## src/rtl/battle_pkg.sv

```systemverilog
// Shared definitions for the battle hit-point controller.
// Holds the FSM state encoding, the hit-point width and the default
// values of the controller parameters.
package battle_pkg;

  localparam int HP_W = 4;

  localparam int unsigned HP_INIT_DEF       = 9;
  localparam int unsigned HIT_THRESHOLD_DEF = 7;
  localparam int unsigned DAMAGE_DEF        = 1;
  localparam int unsigned TIMEOUT_DEF       = 255;

  typedef enum logic [1:0] {
    ST_IDLE     = 2'd0,
    ST_WAIT_RND = 2'd1,
    ST_APPLY    = 2'd2,
    ST_OVER     = 2'd3
  } state_e;

endpackage

```

## src/rtl/hp_counter.sv

```systemverilog
// Hit-point register with load, saturating subtract and zero flag.
// Ports:
//   clk_i         clock, rising edge
//   rst_ni        asynchronous active-low reset (loads HP_INIT)
//   load_i        restore HP_INIT on the next edge (wins over dec_i)
//   dec_i         subtract DAMAGE on the next edge, saturating at 0
//   hp_o          current hit points (registered)
//   zero_next_o   the value hp_o will take on the next edge is zero
module hp_counter
  import battle_pkg::*;
#(
  parameter int unsigned HP_INIT = HP_INIT_DEF,
  parameter int unsigned DAMAGE  = DAMAGE_DEF
) (
  input  logic            clk_i,
  input  logic            rst_ni,
  input  logic            load_i,
  input  logic            dec_i,
  output logic [HP_W-1:0] hp_o,
  output logic            zero_next_o
);

  localparam logic [HP_W-1:0] INIT_V = HP_W'(HP_INIT);
  localparam logic [HP_W-1:0] DMG_V  = HP_W'(DAMAGE);

  logic [HP_W-1:0] hp_q, hp_d;

  always_comb begin
    hp_d = hp_q;
    if (load_i) begin
      hp_d = INIT_V;
    end else if (dec_i) begin
      // Saturate instead of wrapping when damage exceeds remaining hp.
      hp_d = (hp_q > DMG_V) ? (hp_q - DMG_V) : '0;
    end
  end

  always_ff @(posedge clk_i or negedge rst_ni) begin
    if (!rst_ni) hp_q <= INIT_V;
    else         hp_q <= hp_d;
  end

  assign hp_o        = hp_q;
  assign zero_next_o = (hp_d == '0);

endmodule

```

## src/rtl/battle_hp_ctrl.sv

```systemverilog
// Battle hit-point controller. An attack draws one random sample through
// a valid/ready port; samples above HIT_THRESHOLD remove DAMAGE hit points.
// Ports:
//   clk, reset (async, active-low)
//   attack, new_game            single-cycle requests
//   rnd_valid, rnd_data         random source sample
//   rnd_ready                   sample accepted this cycle (WAIT_RND only)
//   hp, hit, miss, game_over    game status (registered)
//   rnd_fault                   sticky: last wait for a sample timed out
//   draw_count                  accepted samples since reset/new_game
//   dbg_state                   current FSM state
//
// Handshake: a sample transfers on a rising edge where rnd_valid and
// rnd_ready are both 1. rnd_ready depends only on the state register, so a
// source may hold rnd_valid indefinitely; samples offered while rnd_ready is
// 0 are neither consumed nor counted. A transfer coinciding with new_game is
// still a transfer from the source's point of view, but it is discarded.
module battle_hp_ctrl
  import battle_pkg::*;
#(
  parameter int unsigned HP_INIT       = HP_INIT_DEF,
  parameter int unsigned HIT_THRESHOLD = HIT_THRESHOLD_DEF,
  parameter int unsigned DAMAGE        = DAMAGE_DEF,
  parameter int unsigned TIMEOUT       = TIMEOUT_DEF
) (
  input  logic            clk,
  input  logic            reset,
  input  logic            attack,
  input  logic            new_game,
  input  logic            rnd_valid,
  input  logic [3:0]      rnd_data,
  output logic            rnd_ready,
  output logic [HP_W-1:0] hp,
  output logic            hit,
  output logic            miss,
  output logic            game_over,
  output logic            rnd_fault,
  output logic [7:0]      draw_count,
  output state_e          dbg_state
);

  localparam logic [3:0] THR_V = 4'(HIT_THRESHOLD);
  localparam logic [7:0] TMO_V = 8'(TIMEOUT);

  state_e     state_q, state_d;
  logic [3:0] sample_q, sample_d;
  logic [7:0] tmo_q, tmo_d;
  logic [7:0] cnt_q, cnt_d;
  logic       hit_q, hit_d;
  logic       miss_q, miss_d;
  logic       over_q, over_d;
  logic       fault_q, fault_d;

  logic       hp_load, hp_dec, hp_zero_next;
  logic       xfer;
  logic       is_hit;

  assign xfer   = rnd_valid && (state_q == ST_WAIT_RND);
  assign is_hit = (sample_q > THR_V);

  hp_counter #(
    .HP_INIT (HP_INIT),
    .DAMAGE  (DAMAGE)
  ) u_hp (
    .clk_i       (clk),
    .rst_ni      (reset),
    .load_i      (hp_load),
    .dec_i       (hp_dec),
    .hp_o        (hp),
    .zero_next_o (hp_zero_next)
  );

  always_comb begin
    state_d  = state_q;
    sample_d = sample_q;
    tmo_d    = tmo_q;
    cnt_d    = cnt_q;
    hit_d    = hit_q;
    miss_d   = miss_q;
    over_d   = over_q;
    fault_d  = fault_q;
    hp_load  = 1'b0;
    hp_dec   = 1'b0;

    if (new_game) begin
      // Overrides everything, including a sample transferring this edge.
      state_d = ST_IDLE;
      tmo_d   = '0;
      cnt_d   = '0;
      hit_d   = 1'b0;
      miss_d  = 1'b0;
      over_d  = 1'b0;
      fault_d = 1'b0;
      hp_load = 1'b1;
    end else begin
      unique case (state_q)
        ST_IDLE: begin
          if (attack) begin
            state_d = ST_WAIT_RND;
            tmo_d   = '0;
            fault_d = 1'b0;
          end
        end
        ST_WAIT_RND: begin
          if (xfer) begin
            sample_d = rnd_data;
            cnt_d    = cnt_q + 8'd1;
            state_d  = ST_APPLY;
          end else begin
            tmo_d = tmo_q + 8'd1;
            if ((tmo_q + 8'd1) == TMO_V) begin
              fault_d = 1'b1;
              state_d = ST_IDLE;
            end
          end
        end
        ST_APPLY: begin
          hp_dec = is_hit;
          hit_d  = is_hit;
          miss_d = !is_hit;
          // Exit decision uses the post-update hp.
          if (hp_zero_next) begin
            state_d = ST_OVER;
            over_d  = 1'b1;
          end else begin
            state_d = ST_IDLE;
          end
        end
        ST_OVER: begin
          // Only new_game leaves this state.
        end
        default: state_d = ST_IDLE;
      endcase
    end
  end

  always_ff @(posedge clk or negedge reset) begin
    if (!reset) begin
      state_q  <= ST_IDLE;
      sample_q <= '0;
      tmo_q    <= '0;
      cnt_q    <= '0;
      hit_q    <= 1'b0;
      miss_q   <= 1'b0;
      over_q   <= 1'b0;
      fault_q  <= 1'b0;
    end else begin
      state_q  <= state_d;
      sample_q <= sample_d;
      tmo_q    <= tmo_d;
      cnt_q    <= cnt_d;
      hit_q    <= hit_d;
      miss_q   <= miss_d;
      over_q   <= over_d;
      fault_q  <= fault_d;
    end
  end

  assign rnd_ready  = (state_q == ST_WAIT_RND);
  assign hit        = hit_q;
  assign miss       = miss_q;
  assign game_over  = over_q;
  assign rnd_fault  = fault_q;
  assign draw_count = cnt_q;
  assign dbg_state  = state_q;

endmodule

```

## config.mk

```make
export PLATFORM = sky130hd
export DESIGN_NAME = battle_hp_ctrl
export DESIGN_NICKNAME = d
export VERILOG_FILES = /design/src/rtl/battle_pkg.sv /design/src/rtl/hp_counter.sv /design/src/rtl/battle_hp_ctrl.sv
export SDC_FILE = /design/constraint.sdc
export NUM_CORES = 1
export LEC_CHECK = 0
export BUFFER_PORTS_ARGS = -buffer_cell sky130_fd_sc_hd__buf_4
export CORE_MARGIN = 2
export CORE_UTILIZATION = 40
export DETAILED_ROUTE_END_ITERATION = 10
export PLACE_DENSITY = 0.67
export REMOVE_ABC_BUFFERS = 1
export SLEW_MARGIN = 15
export SYNTH_ARGS = -nofsm -noshare
export SYNTH_HDL_FRONTEND = slang
export SYNTH_SLANG_ARGS = --single-unit
```

## constraint.sdc

```tcl
create_clock -name clk -period 2.64 [get_ports clk]
set_input_delay 0.528 -clock clk [delete_from_list [all_inputs] [get_ports clk]]
set_output_delay 0.528 -clock clk [all_outputs]
set_load 0.05 [all_outputs]
```

# Word level (Yosys, flattened, before mapping)
# Index checks and enable logic that the tools add are counted.
# W data, S select, Z words.
# classes
add_sub_neg	3
n_eq_ne	7
bitwise	1
magnitude_cmp	2
reduce_logical	16
mux	31
# ops
op	count
$mux W8	6
$add A8 B1 Y8 const B	2
$pmux W8 S2	1
$mux W1	14
$mux W4	3
$mux W2	5
$reduce_and A3 Y1	3
$eq A8 B8 Y1 const B	1
$reduce_bool A2 Y1	4
$ne A3 B3 Y1 const B	2
$pmux W2 S3	1
$gt A4 B1 Y1 const B	1
$gt A4 B3 Y1 const B	1
$logic_not A4 Y1	1
$ne A4 B2 Y1 const B	1
$reduce_and A2 Y1	2
$reduce_and A4 Y1	1
$reduce_bool A4 Y1	1
$sub A4 B1 Y4 const B	1
$ne A3 B2 Y1 const B	1
$reduce_bool A3 Y1	1
$eq A2 B1 Y1 const B	1
$eq A2 B2 Y1 const B	1
$logic_not A2 Y1	1
4 further kinds	4
# word_totals
register_bits	30
wordCells	69
in_bits	9

# Longest topological paths before layout
# logic_depth
word_depth	9
depth_mapped	8
depth_no_buf	7

# By module
# A second synthesis with hierarchy kept.
# unflattened
cells_unflattened	159
hier_area_um2	1506.4
# modules_own_cells
mod	seq_area_each_um2	area_per_inst_um2	instances	cells_each
battle_hp_ctrl	575.6	1239.9	1	128
hp_counter	102.6	266.5	1	31

# Worst setup path after synthesis
# OpenSTA, ideal clock, no wires.
# synth_timing
path_kind	flip-flop to flip-flop
start	reg state_q[1], in the netlist dbg_state[1]
end	reg state_q[0], in the netlist dbg_state[0]
arrival_time_ns	2.286
stages_incl_launch_ff	7
synth_period_minus_slack_ns	2.414
t_required_ns	2.513
setup_ns	0.127
slack_ns	0.226
path_cell_list	dfrtp_1 inv_1 ha_1 o31a_2 a21o_1 a31o_1 mux2_1
# synth_between
word_cells_on_any_way	17
# synth_lines
element	line	source
from (decl)	battle_hp_ctrl.sv:45	state_e state_q, state_d;
from (signal assigned)	battle_hp_ctrl.sv:148	state_q <= state_d;
$eq A2 B1 Y1 (*)	n/a	
via rnd_ready	battle_hp_ctrl.sv:32	output logic rnd_ready,
$logic_and A1 B1 Y1	battle_hp_ctrl.sv:58	assign xfer = rnd_valid && (state_q == ST_WAIT_RND);
$mux W2	battle_hp_ctrl.sv:105	if (xfer) begin
$pmux W2 S3	battle_hp_ctrl.sv:96	unique case (state_q)
$mux W2	battle_hp_ctrl.sv:85	if (new_game) begin
# The timed path passes the listed nets; every way through them passes the cells marked *.
# A chain may end at the register's enable or synchronous reset.

# Final worst setup path
# layout_timing
start	reg u_hp.hp_q[0], in the netlist u_hp.hp_o[0]
end	reg state_q[0], in the netlist dbg_state[0]
# layout_between
elab_chain_cells	8
word_cells_on_any_way	9
# layout_lines
element	line	source
from (decl)	hp_counter.sv:26	logic [HP_W-1:0] hp_q, hp_d;
from (signal assigned)	hp_counter.sv:40	else hp_q <= hp_d;
$sub A4 B1 Y4 or $gt A4 B1 Y1 (tied branches)	hp_counter.sv:34	hp_d = (hp_q > DMG_V) ? (hp_q - DMG_V) : '0;
$mux W4	hp_counter.sv:34	
$mux W4 (*)	hp_counter.sv:32	end else if (dec_i) begin
$mux W4 (*)	hp_counter.sv:30	if (load_i) begin
$logic_not A4 Y1 (*)	hp_counter.sv:44	assign zero_next_o = (hp_d == '0);
$mux W2 (*)	battle_hp_ctrl.sv:122	if (hp_zero_next) begin
$pmux W2 S3 (*)	battle_hp_ctrl.sv:96	
$mux W2 (*)	battle_hp_ctrl.sv:85	
# Mark *: on every way between the ends. The rest lies on a longest branch, timed or not.

==> flow_summary.json <==
{
  "finalHoldViolCount": 0,
  "antenna_found_initial": 0,
  "cts_buffer_depth": 2,
  "core.rowCount": 22,
  "coreArea_sq_mm": 0.00369,
  "cts_sinks": 27,
  "vias_per_cell": 5.49,
  "place_inst": 231,
  "min_path_type": "input pin to async pin",
  "final_max_slew_viol_count": 0,
  "dr_total_vias": 1291,
  "wl_mm": 3.14,
  "postRouteAntennaNets": 0,
  "syn_to_final_growth_pct": 17.4,
  "antenna_cells": 0,
  "ys_seq_area_share_pct": 43.7,
  "initial_core_util_pct": 42.1,
  "cpMaxStageDelayCell": "dfstp_2",
  "crit_type": "register to register",
  "design_area_sq_mm": 0.00182,
  "r2r-end": "dbg_state[0]",
  "max_cap_violations": 0,
  "grt_pass1_wl_mm": 5.25,
  "synth_cell_types": 45,
  "synth_seq_cells": 27,
  "postCtsSetupRepairBufs": 0,
  "outcome": "finished, final reports clean",
  "routedWlPerCell_um": 13.3,
  "timing.rr.start": "u_hp.hp_o[0]",
  "crit_arrival_ns": 2.39,
  "clk_latency_ns": 0.27,
  "synthCells": 161,
  "dieArea_sq_mm": 0.00439,
  "fin_crit_sh_pct": 82.2,
  "path_clk_slew_ns": 0.09,
  "place_hpwl_mm": 2.36,
  "synth_top_flop_cell": "dfrtp_1",
  "dpl_cell_area_sq_mm": 0.00177,
  "cts_buffers": 3,
  "route.detailed.drc": 0,
  "first_global_vias": 1153,
  "h-tree-depth": 1,
  "max_freq_ghz": 0.461,
  "vdd_drop_max_v": 0.000370,
  "top_level_ports": 28,
  "setup_viol": 0,
  "min_period_ns": 2.17,
  "synthesis.area_sq_mm": 0.00155,
  "cellPowerDensity_mw_per_mm2": 608,
  "cts_hold_buf": 0,
  "die_x_um": 66.3,
  "grt_overflow": 0,
  "p_leak_nw": 0.815,
  "finClkSkew_ns": 0.00249,
  "instances_no_fill": 235,
  "synth.avg_cell_area_sq_um": 9.64,
  "drive_above_1_share_pct": 21.9,
  "slowest_delay_ns": 0.63,
  "critPathLaunchType": "register",
  "cts_resized": 0,
  "ys_async_sr_fraction_pct": 100,
  "tightest_slew_ns": 0.611,
  "r2r_cells": 6,
  "max-slew-margin-rel_pct": 58.7,
  "grtUsageTotal_pct": 15.4,
  "dr.first_iter.drc_count": 57,
  "setup_tns_ns": 0,
  "cp_cell_sequence": "ha_1 -> nor2_1 -> o311ai_0 -> a21oi_1 -> o41ai_1 -> mux2_1",
  "gp_congestion": 0.824,
  "end_kind": "register",
  "layout.nets": 205,
  "crit_required_ns": 2.86,
  "grt_max_degree": 28,
  "die_y_um": 66.3,
  "synth-edff-count": 0,
  "rsz0062_at_grt": "no",
  "cts_tree": "built",
  "nFillCells": 359,
  "fin_worst_hold_slack_ns": 0.148,
  "reg2reg_slack_ns": 0.47,
  "io_buffers": 24,
  "root_buffer": "clkbuf_8",
  "drt_first_pass_iters": 4,
  "path_max_fanout": 8,
  "yosysWarningCount": 0
}
cells in the mapped netlist, drive strengths merged (2+ instances only):
master / count / area share (%)
dfrtp: 25 / 40
nor2: 18 / 4.4
nand2: 15 / 3.8
o21ai: 11 / 3.5
inv: 10 / 2.4
ha: 8 / 6.5
nand3: 8 / 2.9
a21oi: 7 / 2.3
xor2: 5 / 2.8
and3: 4 / 1.9
a31o: 3 / 1.7
mux2i: 3 / 1.9
nand4: 3 / 1.2
nor4: 3 / 2.2
o31ai: 3 / 1.5
or3: 3 / 1.3
xnor2: 3 / 1.7
a21o: 2 / 0.97
a311oi: 2 / 1.1
a31oi: 2 / 0.81
buf: 2 / 1.5
dfstp: 2 / 3.4
mux2: 2 / 1.5
nand2b: 2 / 0.81
o211ai: 2 / 0.97
o41ai: 2 / 1.6
flip-flops by register name (all words and copies together) (netlist names):
| signal | count |
|---|---|
| tmo_q | 8 |
| hit | 1 |
| game_over | 1 |
| draw_count | 8 |
| miss | 1 |
| sample_q | 1 |
| rnd_fault | 1 |
| dbg_state | 2 |
| u_hp.hp_o | 4 |
how the worst max path moves through the flow:
stage                        end          from  cells past startpoint  slack, ns
global route        dbg_state[0]  u_hp.hp_o[0]                      6       0.18
global placement    dbg_state[0]  u_hp.hp_o[0]                      6       0.52
finish              dbg_state[0]  u_hp.hp_o[0]                      6       0.47
floorplan           dbg_state[0]  dbg_state[1]                      6       0.23
CTS                 dbg_state[0]  u_hp.hp_o[0]                      6       0.43
detailed placement  dbg_state[0]  u_hp.hp_o[0]                      6       0.47
worst max-delay path: cells and delay by family (launching register included):
kind | cells | cell delay (ns)
AOI/OAI and AO/OA | 3 | 1.05
DFF | 1 | 0.63
adders and majority gates | 1 | 0.20
muxes | 1 | 0.19
and+or+nand+nor | 1 | 0.04
cells by family (layout without fill, tap and decap cells):
logic type	after synthesis	count (layout)	synth area share, %
AND/OR/NAND/NOR	62	62	21.1
buffers and inverters	13	39	4.11
XOR/XNOR	8	8	4.52
flip-flops	27	27	43.7
adder cells (fa/ha/maj)	8	8	6.45
multiplexers	5	5	3.39
AO/OA/AOI/OAI	38	38	16.7
final cells by class:
type                            instances  area [sq um]  area share [%]
Clock buffer                            3          41.3            2.27
Clock inverter                          1          7.51           0.412
Inverter                               10          37.5            2.06
Multi-Input combinational cell        121           810            44.4
Sequential cell                        27           678            37.2
Tap cell                               48          60.1            3.30
Timing Repair Buffer                   25           188            10.3
power breakdown:
part	total [mW]	leakage [nW]	internal [mW]	switching [mW]
combinational	0.386	0.428	0.139	0.247
sequential	0.483	0.366	0.443	0.0398
clock	0.238	0.0217	0.107	0.131
total	1.11	0.815	0.689	0.417
metrics by stage:
step | setup WS (ns) | utilization, % | power (mW)
final | 0.469 | 49.4 | 1.11
after global routing | 0.177 | 49.4 | 1.19
after CTS | 0.426 | 49.4 | 1.12
after detailed placement | 0.471 | 48.1 | 0.878
after global placement | 0.524 | 48.1 | 0.866
after floorplan | 0.226 | - | 0.759
metal layers:
| metal | wire, um | share of wire, % | GRT usage (%) | up-vias |
|---|---|---|---|---|
| met5 | 0 | 0 | 0 | - |
| met4 | 12 | 0.38 | 2.81 | 0 |
| met3 | 121 | 3.9 | 3.41 | 2 |
| met2 | 1580 | 50 | 26.0 | 23 |
| met1 | 1420 | 45 | 20.3 | 630 |
| li1 | - | - | - | 636 |
cells in the final DEF, fill, tap and decap left out, types with 3 or more instances in the layout:
cell type	netlist	layout
nand4_1	3	3
a21oi_1	7	7
nor2_1	18	18
nand2_1	14	14
nand3_1	7	7
o31ai_1	3	3
xor2_1	5	5
mux2i_1	3	3
inv_1	10	10
xnor2_1	3	3
o21ai_0	11	11
ha_1	8	8
clkbuf_8	0	3
dfrtp_1	25	25
buf_4	0	25
and3_1	3	3
(Power assumes the default switching activity.)
